<file path="config.mk">
export PLATFORM = sky130hd
export DESIGN_NAME = axis_m_fifo
export DESIGN_NICKNAME = d
export VERILOG_FILES = /design/src/rtl/axis_m_fifo.sv
export SDC_FILE = /design/constraint.sdc
export NUM_CORES = 1
export LEC_CHECK = 0
export BUFFER_PORTS_ARGS = -buffer_cell sky130_fd_sc_hd__clkbuf_2
export CORE_ASPECT_RATIO = 1.5
export CORE_UTILIZATION = 53
export DETAILED_ROUTE_END_ITERATION = 12
export GPL_TIMING_DRIVEN = 0
export PLACE_DENSITY_LB_ADDON = 0.05
export REMOVE_ABC_BUFFERS = 1
export SETUP_SLACK_MARGIN = 0.2
export SKIP_CTS_REPAIR_TIMING = 1
export SYNTH_ARGS = -nofsm -noshare
export SYNTH_HDL_FRONTEND = slang
export SYNTH_SLANG_ARGS = --single-unit
</file>
<file path="constraint.sdc">
create_clock -name m_axis_aclk -period 2.5 [get_ports m_axis_aclk]
set_input_delay 0.125 -clock m_axis_aclk [delete_from_list [all_inputs] [get_ports m_axis_aclk]]
set_output_delay 0.125 -clock m_axis_aclk [all_outputs]
set_load 0.02 [all_outputs]
</file>
<file path="src/rtl/axis_m_fifo.sv">
// axis_m_fifo: AXI-Stream master FIFO, cut-through or packet store-and-forward.
// Head beat is presented straight from storage; tvalid depends only on registered state.
module axis_m_fifo #(
  parameter int DATA_W   = 8,
  parameter int DEPTH    = 8,
  parameter bit PKT_MODE = 1'b0
) (
  input  logic                     m_axis_aclk,
  input  logic                     m_axis_areset,
  input  logic                     newd,
  input  logic [DATA_W-1:0]        din,
  input  logic                     din_last,
  output logic                     full,
  output logic [$clog2(DEPTH):0]   level,
  output logic                     ovf,
  output logic [15:0]              pkt_cnt,
  output logic [DATA_W-1:0]        m_axis_tdata,
  output logic                     m_axis_tlast,
  output logic                     m_axis_tvalid,
  input  logic                     m_axis_tready
);
  localparam int AW = $clog2(DEPTH);
  logic [DATA_W:0] mem_q [DEPTH];
  logic [AW-1:0]   wr_q, rd_q;
  logic [AW:0]     level_q, level_d, cnt_q, cnt_d;
  logic            ovf_q;
  logic [15:0]     pkt_q;
  logic            wr, pop;
  assign full          = level_q == (AW+1)'(DEPTH);
  // the full term lets a packet longer than the FIFO stream through
  assign m_axis_tvalid = (level_q != '0) && (!PKT_MODE || cnt_q != '0 || full);
  assign {m_axis_tlast, m_axis_tdata} = mem_q[rd_q];
  assign wr      = newd && !full;
  assign pop     = m_axis_tvalid && m_axis_tready;
  assign level_d = level_q + (AW+1)'(wr) - (AW+1)'(pop);
  assign cnt_d   = cnt_q + (AW+1)'(wr && din_last) - (AW+1)'(pop && m_axis_tlast);
  assign level   = level_q;
  assign ovf     = ovf_q;
  assign pkt_cnt = pkt_q;
  always_ff @(posedge m_axis_aclk or posedge m_axis_areset) begin
    if (m_axis_areset) begin
      for (int i = 0; i < DEPTH; i++) mem_q[i] <= '0;
      wr_q    <= '0;
      rd_q    <= '0;
      level_q <= '0;
      cnt_q   <= '0;
      ovf_q   <= 1'b0;
      pkt_q   <= '0;
    end else begin
      if (wr) mem_q[wr_q] <= {din_last, din};
      wr_q    <= wr_q + AW'(wr);
      rd_q    <= rd_q + AW'(pop);
      level_q <= level_d;
      cnt_q   <= cnt_d;
      ovf_q   <= ovf_q | (newd && full);
      pkt_q   <= pkt_q + 16'(pop && m_axis_tlast);
    end
  end
endmodule

</file>
==> metrics.yaml <==
placed_design:
  place_inst: 440
  place_congestion: 0.6959
  dpl.hpwl_um: 5423
  portBuffers: 44
  dpl_worst_slack_ps: -738.7
  dpl_cell_area_sq_um: 5007
clock_tree:
  cts_root_buffer: "clkbuf_16"
  clock_sinks: 99
  tritoncts: "built"
  htree_levels: 3
  cts.clk_slew.worst_paths_ps: 60
  cts_made_buffers: 9
  clkLatencyLatePin_ps: 340
  clk_path_buf_depth: 2
hold_path:
  hold_path.class: "in -> reg"
synth:
  yosysMostFrequentCell: "dfrtp_1"
  synthArstFlopShare_pct: 100.0
  synth_warnings: 0
  synth_area_leaders: "dfrtp_1 53%, mux2_2 19%, mux4_1 7.8%"
  synth-edff-count: 0
  synthCells: 296
  avgSynthCellArea_sq_um: 15.83
  yosys-top-cells-count: "99 x dfrtp_1, 78 x mux2_2, 14 x mux4_1, 13 x inv_1, 12 x ha_1"
  synth_top_area_share_pct: 52.86
  ys_seq_elements: 99
  synth.distinct_cells: 34
  synth_flop_cell: "dfrtp_1"
  yosys.area.top_type: "dfrtp_1"
  yosysSeqAreaShare_pct: 52.86
  synth_area_sq_um: 4687
route:
  firstDrtPassIters: 5
  vias_per_cell: 5.694
  ant_nets: 0
  vias: 2682
  drc: 0
  routed_wl_um: 8903
  wl_per_cell_um: 18.90
  drt_iter0_drc: 109
sta:
  slew_viol_final: 0
  hold_violations: 0
  period_minus_slack_ps: 2308
  fin_tns_setup_ps: 0
  finalCritPeriodShare_pct: 92.31
  grt_setup_unrepaired: "true"
  finalSetupViolCount: 0
  worst_slack_ps: 192.3
  skew_ps: 3.931
  maxSlewHeadroom_pct: 65.98
  worst_pin_slew_ps: 508.8
  max_freq_ghz: 0.4333
floorplanning:
  rows: 41
  die_w_um: 78.78
  die_h_um: 117.2
  die_area_sq_um: 9231
  ioPinCount: 45
  start_util_pct: 55.04
  core_sq_um: 8516
global_route:
  grt_first_pass_wirelength_um: 13350
  grt_use_total_pct: 19.93
  grt_start_max_net_pins: 68
  grt_pass1_vias: 2692
  overflow: 0
  antenna_found_initial: 0
final_layout:
  drive_above_1_share_pct: 53.02
  seqCellArea_sq_um: 2486
  antenna_cells: 0
  area_growth_pct: 19.46
  multi_input_area_sq_um: 2277
  nets: 385
  layout.cell_area.non_filler_sq_um: 5599
  instances_no_fill: 471
  nFillCells: 630
power_and_ir_drop:
  p_leak_nw: 2.645
  vdd_drop_max_v: 0.0007459
  p_per_area_nw_per_um2: 1287
setup_path:
  end_kind: "flop"
  setup.worst_path.class: "reg -> reg"
  required_ps: 2750
  cp.arrival_ps: 2560
  regToRegSetupSlack_ps: 190
  crit_fanout: 7
  start_kind: "flop"
job:
  cap_viol_max_count: 0
outcome:
  status: "completed"
[logic make-up (layout without fill, tap and decap cells)]
logic type,count (synthesis),after routing,share of synthesized area [%]
fa+ha+maj,13,13,3.630
flops,99,99,52.86
simple gates,41,41,7.795
xor+xnor,18,18,3.364
buf+inv,21,89,2.402
mux,101,101,29.52
compound gates,3,3,0.4269
[report_power, final]
| group | total (mW) | internal [mW] | switching, mW | leakage (nW) |
|---|---|---|---|---|
| registers | 2.83 | 2.34 | 0.485 | 1.19 |
| logic | 3.10 | 1.73 | 1.37 | 1.31 |
| clock network | 1.28 | 0.727 | 0.551 | 0.137 |
| total | 7.21 | 4.80 | 2.41 | 2.64 |
[per-stage QoR]
stage          hold slack (ps)  util, %  power [mW]
2_1_floorplan            241.9        -       4.932
3_3_place_gp             439.7    58.45       5.577
3_5_place_dp             158.0    58.80       5.705
4_1_cts                 -205.4    62.02       6.996
5_1_grt                  148.4    65.75       7.664
6_report                 129.5    65.75       7.206
[placed cells by master (no fill, tap or decap), drive strengths merged]
cell | Yosys | final
clkinv | 0 | 2
fa | 1 | 1
a21oi | 1 | 1
xnor2 | 7 | 7
nor2 | 2 | 2
and3 | 2 | 2
dfrtp | 99 | 99
nor3 | 4 | 4
mux4 | 17 | 17
xor2 | 11 | 11
mux2i | 4 | 4
and2b | 2 | 2
nor2b | 2 | 2
ha | 12 | 12
or3b | 2 | 2
nor4 | 4 | 4
nand4b | 3 | 3
buf | 7 | 15
nand2 | 3 | 3
nand4 | 7 | 7
inv | 13 | 13
clkbuf | 1 | 58
dlygate4sd3 | 0 | 1
and2 | 1 | 1
mux2 | 80 | 80
a21o | 2 | 2
nand3 | 9 | 9
[state kept, by name, summed over array words and instances (netlist names)]
| name | count |
|---|---|
| mem_q | 72 |
| pkt_cnt | 16 |
| level | 4 |
| rd_q | 3 |
| wr_q | 3 |
| ovf | 1 |
[path summary, 6_finish.rpt]
check                             startpoint                    end  depth (start not counted)
hold / removal                        din[4]  mem_q[58]$_DFFE_PP0P_                          2
min in group asynchronous      m_axis_areset   pkt_cnt[4]$_DFF_PP0_                          3
setup reg to reg           rd_q[0]$_DFF_PP0_  pkt_cnt[12]$_DFF_PP0_                          8
setup / recovery           rd_q[0]$_DFF_PP0_  pkt_cnt[12]$_DFF_PP0_                          8
hold reg to reg                ovf$_DFF_PP0_          ovf$_DFF_PP0_                          1
max in group asynchronous      m_axis_areset  mem_q[29]$_DFFE_PP0P_                          4
[routing by layer]
layer  routed length [um]  global-route usage (%)  up-vias
met4                  133                   8.148        0
met1                 4012                   24.79     1400
met5                    0                       0        -
met3                  170                   2.946       11
met2                 4587                   34.84       43
li1                     -                       -     1228
[cell type report]
class	instances	area share, %
Sequential cell	99	44.40
Multi-Input combinational cell	176	40.67
Timing Repair Buffer	60	6.682
Clock buffer	14	4.715
Tap cell	107	2.391
Inverter	13	0.9609
Clock inverter	2	0.1788
[worst max-delay path, cell delays in order, from the launching register on]
cell	delay [ps]
dfrtp_4	530
mux2i_1	150
mux4_2	470
nor2b_1	140
ha_2	250
ha_4	170
nand3_4	120
nor4_4	180
xor2_1	210
Power figures use the tool's default switching activity.
